==> src/rtl/sar_search_controller.sv <==
// Four-bit successive-approximation search controller driving an external combinational
// comparator. Each search presents at most four trial values, MSB first.
module sar_search_controller (
    input  logic clk,
    input  logic rst,
    input  logic start,
    input  logic aBIGGERb,
    input  logic aSMALLERb,
    input  logic aEQUALb,
    output logic b0,
    output logic b1,
    output logic b2,
    output logic b3,
    output logic r0,
    output logic r1,
    output logic r2,
    output logic r3,
    output logic c0,
    output logic c1,
    output logic c2,
    output logic busy,
    output logic done,
    output logic found,
    output logic err
);

    typedef enum logic [1:0] {
        S_IDLE  = 2'd0,
        S_TRIAL = 2'd1,
        S_DONE  = 2'd2
    } state_t;

    state_t      r_state;
    state_t      w_next_state;
    logic [3:0]  r_trial;
    logic [3:0]  w_trial;
    logic [1:0]  r_k;
    logic [1:0]  w_k;
    logic [3:0]  r_res;
    logic [3:0]  w_res;
    logic [2:0]  r_cnt;
    logic [2:0]  w_cnt;
    logic        r_found;
    logic        w_found;
    logic        r_err;
    logic        w_err;
    logic        w_flags_valid;

    // Exactly one of the three comparator flags may be high.
    assign w_flags_valid = (aBIGGERb ^ aSMALLERb ^ aEQUALb) & ~(aBIGGERb & aSMALLERb & aEQUALb);

    always_comb begin
        // NOTE: every variable gets its hold value first so no path through the case infers a latch.
        w_next_state = r_state;
        w_trial      = r_trial;
        w_k          = r_k;
        w_res        = r_res;
        w_cnt        = r_cnt;
        w_found      = r_found;
        w_err        = r_err;

        case (r_state)
            S_IDLE: begin
                w_trial = 4'b0000;
                if (start) begin
                    w_trial      = 4'b1000;
                    w_k          = 2'd3;
                    w_res        = 4'b0000;
                    w_cnt        = 3'd0;
                    w_found      = 1'b0;
                    w_err        = 1'b0;
                    w_next_state = S_TRIAL;
                end
            end

            S_TRIAL: begin
                w_cnt = r_cnt + 3'd1;
                if (!w_flags_valid) begin
                    w_err        = 1'b1;
                    w_res        = 4'b0000;
                    w_found      = 1'b0;
                    w_trial      = 4'b0000;
                    w_next_state = S_DONE;
                end else if (aEQUALb) begin
                    w_res        = r_trial;
                    w_found      = 1'b1;
                    w_trial      = 4'b0000;
                    w_next_state = S_DONE;
                end else if (r_k == 2'd0) begin
                    // Last bit: "smaller" resolves the result, "bigger" means the flags lied.
                    if (aSMALLERb) begin
                        w_res = {r_trial[3:1], 1'b0};
                    end else begin
                        w_res = r_trial;
                        w_err = 1'b1;
                    end
                    w_trial      = 4'b0000;
                    w_next_state = S_DONE;
                end else begin
                    if (aSMALLERb) begin
                        w_trial[r_k] = 1'b0;
                    end
                    w_trial[r_k - 2'd1] = 1'b1;
                    w_k                 = r_k - 2'd1;
                end
            end

            S_DONE: begin
                w_trial      = 4'b0000;
                w_next_state = S_IDLE;
            end

            default: begin
                w_trial      = 4'b0000;
                w_next_state = S_IDLE;
            end
        endcase
    end

    // NOTE: state registers use non-blocking assignments so every register samples pre-edge values.
    always_ff @(posedge clk) begin
        if (rst) begin
            r_state <= S_IDLE;
            r_trial <= 4'b0000;
            r_k     <= 2'd0;
            r_res   <= 4'b0000;
            r_cnt   <= 3'd0;
            r_found <= 1'b0;
            r_err   <= 1'b0;
        end else begin
            r_state <= w_next_state;
            r_trial <= w_trial;
            r_k     <= w_k;
            r_res   <= w_res;
            r_cnt   <= w_cnt;
            r_found <= w_found;
            r_err   <= w_err;
        end
    end

    assign {b3, b2, b1, b0} = r_trial;
    assign {r3, r2, r1, r0} = r_res;
    assign {c2, c1, c0}     = r_cnt;
    assign busy             = (r_state == S_TRIAL);
    assign done             = (r_state == S_DONE);
    assign found            = r_found;
    assign err              = r_err;

endmodule

==> config.mk <==
export PLATFORM = sky130hd
export DESIGN_NAME = sar_search_controller
export DESIGN_NICKNAME = d
export VERILOG_FILES = /design/src/rtl/sar_search_controller.sv
export SDC_FILE = /design/constraint.sdc
export NUM_CORES = 1
export LEC_CHECK = 0
export CORE_MARGIN = 3
export CORE_UTILIZATION = 53
export DETAILED_ROUTE_END_ITERATION = 7
export DONT_BUFFER_PORTS = 1
export PLACE_DENSITY = 0.82
export RECOVER_POWER = 50
export REMOVE_ABC_BUFFERS = 1
export SKIP_LAST_GASP = 1
export SYNTH_ARGS = -nofsm -noshare
export SYNTH_HDL_FRONTEND = slang
export SYNTH_SLANG_ARGS = --single-unit
==> constraint.sdc <==
create_clock -name clk -period 1.45 [get_ports clk]
set_input_delay 0.2175 -clock clk [delete_from_list [all_inputs] [get_ports clk]]
set_output_delay 0.2175 -clock clk [all_outputs]
set_load 0.1 [all_outputs]
# After elaboration in Yosys (flattened, before gate mapping)
# Cells that the tools add are included.
# Widths: inputs -> output; s select.
# op_classes
addsub,2
n_lt_le_gt_ge,4
n_mux,41
n_reduce_logical,11
bitwise_logic,9
n_eq_ne,11
# op_table
op,n
$mux 4,13
$mux 2,8
$pmux 4 s2,2
$mux 1,10
$reduce_and 5->1,2
$ne 3x3->1 const B,3
$pmux 2 s2,2
$lt 2x3->1 const B,2
$ne 2x2->1 const B,3
$pmux 3 s2,1
$reduce_and 3->1,2
$and 4x4->4,1
$demux 1 s2,2
$ge 2x1->1 const B,2
$logic_not 2->1,2
$ne 4x3->1 const B,1
$not 4->4,1
$or 4x4->4,1
$pmux 1 s2,2
$reduce_and 2->1,2
$add 3x1->3 const B,1
$and 1x1->1,3
$mux 3,1
$ne 3x2->1 const B,1
8 further kinds,10
# word_totals
wordCells,85
reg_bits,17
inputBits,6

# Longest topological paths before layout
# depth
ltp_word,16
ltp_mapped,6

# Least setup slack after synthesis
# Ideal clock, no wire load.
# synth_path
path_kind,register -> output
start,register r_state[1]
end,output port done
arrival_time_ps,1738
path_buffers,0
t_required_ps,1233
setup_slack_ps,-506
stages_incl_launch_ff,2
cell_sequence,dfxtp_1 > nor2b_1
# synth_between
elab_chain_cells,1
# synth_rtl
item,line_no,source
"start, declared",33,state_t r_state;
"start signal, assigned",131,r_state <= w_next_state;
$eq 2x2->1,145,assign done = (r_state == S_DONE);
"end, declared",22,"output logic done,"
# Every way passes these cells.

# Worst setup path in the final report
# layout_path
start,register r_state[1]
end,output port busy
# layout_between
elab_chain_cells,1
# layout_rtl
item,line_no,source
$eq 2x1->1,144,assign busy = (r_state == S_TRIAL);
"end, declared",21,"output logic busy,"
# Every way passes these cells.

==> metrics.txt <==
clock buffer depth=2; Crit path required time=1.23 ns; crit path time final=1.38 ns; first-pass GRT wire length=3460 um; htree depth=1; Seq/Total Area, Yosys=41.0%; number of port buffers=0; Max Slew Vio Count=0; Slew headroom=58.7%; Iteration-0 DRC Markers=22; power per cell area=935 nW/um^2; reported max-cap violation count=0; Skew-Pair Late Insertion Delay=0.29 ns; Hold Fails Final Rpt=0; final-stage net count=131; Die W=45.6 um; Layout area overhead=34.3%; CTS tree=built; Syn Inst Count=91; Final Util=80.7%; Top Ports=21; Synth top area share=41.0%; YS warnings=0; dpl hpwl=1550 um; Hold Crit Class=in -> reg; worst slew pin tran=0.618 ns; setup TNS=0 ns; # setup viols final=0; synthesized area per cell=9.13 sq um; Critical Path AT=1.16 ns; grt total ovfl=0; Layout Skew=0.000574 ns; critical path fanouts, max=7; Netlist Area Pre-Place=831 sq um; Chip Height=45.6 um; core area=1380 sq um; via count=815; Pleak=0.470 nW; layout cells sized above 1=29.9%; # rows=13; fmax=725 MHz; die area=2080 sq um; number of global-route vias before repair=802; initial core utilization=60.1%; Via density=6.17; post-route ant nets=0; drc violations=0; WL final=2240 um; largest net degree at the start of global routing=14; Clk pin slew, worst setup/hold paths=0.10 ns; post-detailed-route wirelength per cell=17.0 um; status=complete, no violations; Inserted Clock Buffers=3; antenna violations before repair=0; Worst setup EP type=output pin; synth unique cells=28; worst vdd ir=706 uV; total track usage=23.2%; final worst path period share=95.1%; Num Clock Sinks=17; DR pass1 iterations=4; crit path launch type=flop; Setup CP Type=reg -> out; top post-synthesis cells by area=dfxtp_1, ha_1, o211ai_1, a21oi_1, o41ai_1; ANT cells=0; clk root buf=clkbuf_4; Yosys top cell by area=dfxtp_1; RePlAce Congestion=0.788; Seq cells post-synth=17
## path summary, 6_finish.rpt
path         startpoint  endpoint  slack, ns  cells after the start
max          r_state[1]      busy       0.07                      3
min reg2reg  r_trial[0]  r_res[0]       0.49                      2
min                 rst    r_k[0]       0.07                      2
max reg2reg      r_k[1]  r_res[1]       0.08                      4
## cell usage after synthesis (all sizes together)
master  number
nand2        8
a21o         1
dfxtp       17
o211ai       5
o21bai       2
nor3         3
and4bb       1
a31o         2
nor2         4
ha           7
clkinv       1
nand3        2
a31oi        2
o21ai        2
o41ai        4
or3          1
clkbuf       2
mux2i        2
nor2b        4
or3b         1
a21oi        7
nor3b        2
buf          1
a22oi        1
nand2b       4
o221a        1
inv          4
## cell families (layout without fill, tap and decap cells)
kind of cell | Yosys count | after routing | share of synthesized area (%)
compound gates | 27 | 27 | 22.7
fa+ha+maj | 7 | 7 | 10.5
buf+inv | 8 | 33 | 3.76
flops | 17 | 17 | 41.0
mux | 2 | 2 | 2.41
simple gates | 30 | 31 | 19.6
## area by class of cell
class	count	area, sq um
multi-input cells	67	520
clock buffers	4	26.3
flip-flops and latches	17	344
well taps	15	18.8
fillers	86	267
inverters	5	18.8
repair buffers	24	188
## routing by layer
metal	part of all wire, %	GRT usage [%]
met5	0	0
met4	2.5	9.94
met3	8.4	8.30
met2	49	38.2
met1	40	26.6
## registers in the layout (all words and copies together) (netlist names)
| name | flops |
|---|---|
| r_res | 4 |
| r_trial | 4 |
| r_cnt | 3 |
| r_k | 2 |
| r_state | 2 |
| err | 1 |
| found | 1 |
## what timing repair did
item / CTS / global route
hold endpoints to repair: 7 / 0
hold buffers: 1 / 0
resized for setup: 3 / 8
setup endpoints to repair: 11 / 10
buffers inserted: 1 / 0
cloned: 0 / 1
pin swaps: 0 / 2
## layout by cell type, fill, tap and decap left out, drive strengths merged, types with 3 or more instances in the layout
cell and n:
a21oi 7, buf 20, clkbuf 7, dfxtp 17, ha 7, inv 4
nand2 8, nand2b 4, nor2 4, nor2b 4, nor3 3, o211ai 5
o41ai 4
## critical path: stages (launching register included)
cell,delay (ns)
dfxtp_1,0.44
nand2b_4,0.21
inv_2,0.06
buf_12,0.16
## stage by stage
step	hold slack, ns	setup slack, ns	instances	total power, mW	area [sq um]
after floorplan	0.287	-0.506	88	0.686	818
after global placement	0.289	-0.0374	125	0.757	1030
after detailed placement	0.292	-0.179	125	0.766	1030
after CTS	0.0737	-0.0702	131	1.02	1080
after global routing	0.0707	-0.0121	132	1.10	1120
final	0.0738	0.0715	132	1.04	1120
## where the power goes
group          switching, mW  internal [mW]  leakage, nW
registers             0.0137          0.484        0.139
clock network          0.151          0.107       0.0150
logic                  0.189         0.0989        0.316
total                  0.354          0.690        0.470
(Power assumes the default switching activity.)
==> edit 1: new RTL, same flow settings <==
Encoding of `state_t`: now one-hot (3 bits for 3 states).
--- a/src/rtl/sar_search_controller.sv
+++ b/src/rtl/sar_search_controller.sv
@@ -24,10 +24,10 @@
     output logic err
 );
 
-    typedef enum logic [1:0] {
-        S_IDLE  = 2'd0,
-        S_TRIAL = 2'd1,
-        S_DONE  = 2'd2
+    typedef enum logic [2:0] {
+        S_IDLE  = 3'b001,
+        S_TRIAL = 3'b010,
+        S_DONE  = 3'b100
     } state_t;
 
     state_t      r_state;
Behaviour: no difference found for any inputs over 10 cycles, from zero or initial values and one cycle with rst high; not proved beyond that.
==> edit 1 against the original RTL <==
The flow now finishes with violations (setup timing). Synthesized area is 7.7% higher. Setup slack lost 270 ps. Synthesized cell count is 7.7% higher. Design area is 18% higher. Power rose by 12%. Combinational power rose by 13%. Wire length up 24%. Sequential cell count increased by 1. Die area increased by 6.7%. Largest power group unchanged. Highest routed layer unchanged.
==> edit 1: results (changes against the original RTL) <==
Pwr
  – Peak supply drop: 1090 uV (was 706 uV)
  – Leakage: 0.562 nW (was 0.470 nW)
  – Sequential power share: 0.454 (was 0.477)
  – P_clk: 0.311 mW (was 0.258 mW)

Logic synthesis
  – Post-Synth Adder-Cell Area: 0.0979 (was 0.105)
  – Seq/Total Area, Yosys: 0.403 (was 0.410)
  – Synth cell types: 35 (was 28)
  – Synth top area cells: dfxtp_1, ha_1, a21oi_1 (was dfxtp_1, ha_1, o211ai_1)
  – Synth Register Bits: 18 (was 17)
  – Multiplexer area fraction after synthesis: 0.0364 (was 0.0241)

Final layout
  – Multi-input gate area: 571 um2 (was 520 um2)
  – Fin nets: 146 (was 131)
  – Non-clock buffer count: 32 (was 24)
  – Clk tree area frac: 0.0276 (was 0.0235)
  – Top flop regs: r_res (4), r_trial (4) (was r_res (4), r_trial (4), r_cnt (3))
  – Multi-input gates: 74 (was 67)

Placed design
  – Placer congestion estimate: 0.846 (was 0.788)
  – DP HPWL: 1.66 mm (was 1.55 mm)
  – Post-DP Area: 1140 um2 (was 1030 um2)

Critical path
  – Slowest cell on crit path: or3b_1 (was dfxtp_1)
  – Setup crit start: r_state[2] (was r_state[1])
  – Delay-heaviest family, CP: simple AND/OR/NAND/NOR gates (was flip-flops)
  – Critical path arrival: 1880 ps (was 1160 ps)
  – Crit path largest cell delay: 390 ps (was 440 ps)

Run status
  – Failing checks: setup timing
  – Status: finished with violations (was complete, no violations)

Timing
  – Final Setup Violations: 13 (was 0)
  – Total negative slack: -1600 ps (was 0 ps)
  – Final hold slack: 19.3 ps (was 73.8 ps)
  – Final WS setup: -200 ps (was 71.5 ps)

Global route
  – First-pass GRT wire length: 4.02 mm (was 3.46 mm)

Detailed routing
  – Routed vias/inst: 6.32 (was 6.17)
  – DRT iter0 DRCs: 36 (was 22)

Min path
  – Hold path cells: 1 (was 2)

Floorplanning
  – Well Taps: 16 (was 15)
==> edit 1: cell types whose count changed after synthesis, sizes merged, moves of 2 or more <==
cell    unedited run  this run
a21oi              7        11
nand2b             4         2
a31o               2         0
o41ai              4         0
o21bai             2         0
nor2               4        11
o21ai              2         4
nor2b              4         0
o211ai             5         0
nor3               3         6
==> edit 1: routing by layer <==
layer	vias to the layer above	GRT usage	part of all wire
met1	427	0.260	0.36
met3	28	0.0728	0.086
met2	64	0.491	0.48
li1	417	-	-
met5	-	0	0
met4	0	0.166	0.072
==> edit 1: timing repair <==
item                                   CTS  global route
setup endpoints to repair               18            16
resized for setup                       19             7
hold buffers                             1             0
endpoints found under the hold margin   12             0
setup buffers                            4             2
pin swaps                                8             3
==> edit 1: per-stage QoR <==
stage          std cells  worst slack, ps  power, mW
2_1_floorplan         96            -1340      0.710
3_3_place_gp         138             -190      0.785
3_5_place_dp         138             -233      0.802
4_1_cts              147             -178       1.15
5_1_grt              148             -250       1.21
6_report             148             -200       1.17
==> edit 2: new RTL, same flow settings <==
Made on the original files. Register the outputs `busy` and `done`, with the module's reset; this adds one clock of latency there. The other outputs are not delayed to match.
--- a/src/rtl/sar_search_controller.sv
+++ b/src/rtl/sar_search_controller.sv
@@ -141,8 +141,15 @@
     assign {b3, b2, b1, b0} = r_trial;
     assign {r3, r2, r1, r0} = r_res;
     assign {c2, c1, c0}     = r_cnt;
-    assign busy             = (r_state == S_TRIAL);
-    assign done             = (r_state == S_DONE);
+    always_ff @(posedge clk) begin
+        if (rst) begin
+            busy <= '0;
+            done <= '0;
+        end else begin
+            busy <= (r_state == S_TRIAL);
+            done <= (r_state == S_DONE);
+        end
+    end
     assign found            = r_found;
     assign err              = r_err;
 
Function: changed (a bounded check fails within 4 cycles, from zero or initial values and one cycle with rst high).
==> edit 2 against the original RTL <==
Synthesized area is 8.1% higher. Hold slack better by 58 ps. Wire length down 12%. Setup slack better by 23 ps. Design area shrank 3.7%. Power up 4.8%. Sequential cell count rose by 2. First-iteration DRC count fell by 36%. Critical endpoint is now r_k[1]. Largest power group unchanged.
==> edit 2: results (changes against the original RTL) <==
Logic synthesis
  – Seq/Total Area, Yosys: 0.423 (was 0.410)
  – Synth Register Bits: 19 (was 17)
  – Synth cell types: 27 (was 28)

Detailed routing
  – Via count: 780 (was 815)
  – Routed wire length: 1.97 mm (was 2.24 mm)
  – DRT iter0 DRCs: 14 (was 22)

Final layout
  – Multi-input gates: 65 (was 67)
  – Non-clock buffer count: 22 (was 24)
  – Layout cells sized above 1: 0.291 (was 0.299)
  – Multi-input gate area: 488 um2 (was 520 um2)

Critical path
  – Crit path largest cell delay: 350 ps (was 440 ps)
  – Critical path arrival: 1500 ps (was 1160 ps)
  – Slowest cell on crit path: dfxtp_2 (was dfxtp_1)
  – CP max FO: 6 (was 7)

Floorplanning
  – Die ar.: 2230 um2 (was 2080 um2)

Run status
  – Status: complete, no violations (unchanged)

Pwr
  – Leakage: 0.471 nW (was 0.470 nW)
  – Peak supply drop: 561 uV (was 706 uV)

Global route
  – GRT Overall Usage: 0.201 (was 0.232)
  – First-pass GRT wire length: 3.13 mm (was 3.46 mm)

Clock tree
  – # Post-CTS Setup Buffers: 0 (was 1)

Timing
  – Clock Skew: 4.27 ps (was 0.574 ps)
  – Worst-Margin Slew: 763 ps (was 618 ps)

Placed design
  – Post-DP Area: 1050 um2 (was 1030 um2)
  – Placer congestion estimate: 0.803 (was 0.788)
  – Pre-CTS setup slack: -230 ps (was -179 ps)
## edit 2: power breakdown
part           total (mW)  switching, mW  internal, mW
Sequential          0.555         0.0146         0.541
Combinational       0.268          0.183        0.0854
Clock               0.271          0.164         0.107
Total                1.09          0.361         0.733
## edit 2: metal layers
| metal | vias up | global-route usage | wire length (um) |
|---|---|---|---|
| li1 | 380 | - | - |
| met1 | 367 | 0.272 | 985 |
| met2 | 33 | 0.304 | 862 |
| met3 | 0 | 0.0498 | 122 |
| met4 | 0 | 0.0829 | 0 |
| met5 | - | 0 | 0 |
## edit 2: path summary, 6_finish.rpt
path,endpoint,slack [ps],start
max,r_k[1],90,r_k[1]
min,r_trial[2],130,aEQUALb
max reg2reg,r_k[1],90,r_k[1]
min reg2reg,r_res[1],470,r_res[1]
## edit 2: repair_timing
item / 4_1_cts / 5_1_grt
cloned: 0 / 0
hold buffers: 1 / 0
pin swaps: 1 / 2
setup endpoints to repair: 6 / 5
endpoints found under the hold margin: 19 / 0
resized for setup: 1 / 5
## edit 2: per-stage QoR
step	cells	total power, mW	utilization
3_3_place_gp	128	0.800	0.671
5_1_grt	133	1.14	0.689
6_report	133	1.09	0.689
4_1_cts	133	1.09	0.696
3_5_place_dp	128	0.811	0.671
2_1_floorplan	91	0.746	-
## edit 2: logic make-up (layout without fill, tap and decap cells)
kind of cell,count (synthesis),after routing,share of synthesized area
AND/OR/NAND/NOR,32,32,0.201
flip-flops,19,19,0.423
AO/OA/AOI/OAI,23,23,0.181
multiplexers,3,3,0.0348
adder cells (fa/ha/maj),7,7,0.0975
buffers and inverters,11,33,0.0627
## edit 2: worst register-to-register path, cell delays in order (launching register included)
cell and delay (ps):
dfxtp_2 350, inv_1 80, ha_4 200, nor4_4 340, buf_4 170, a211oi_1 70
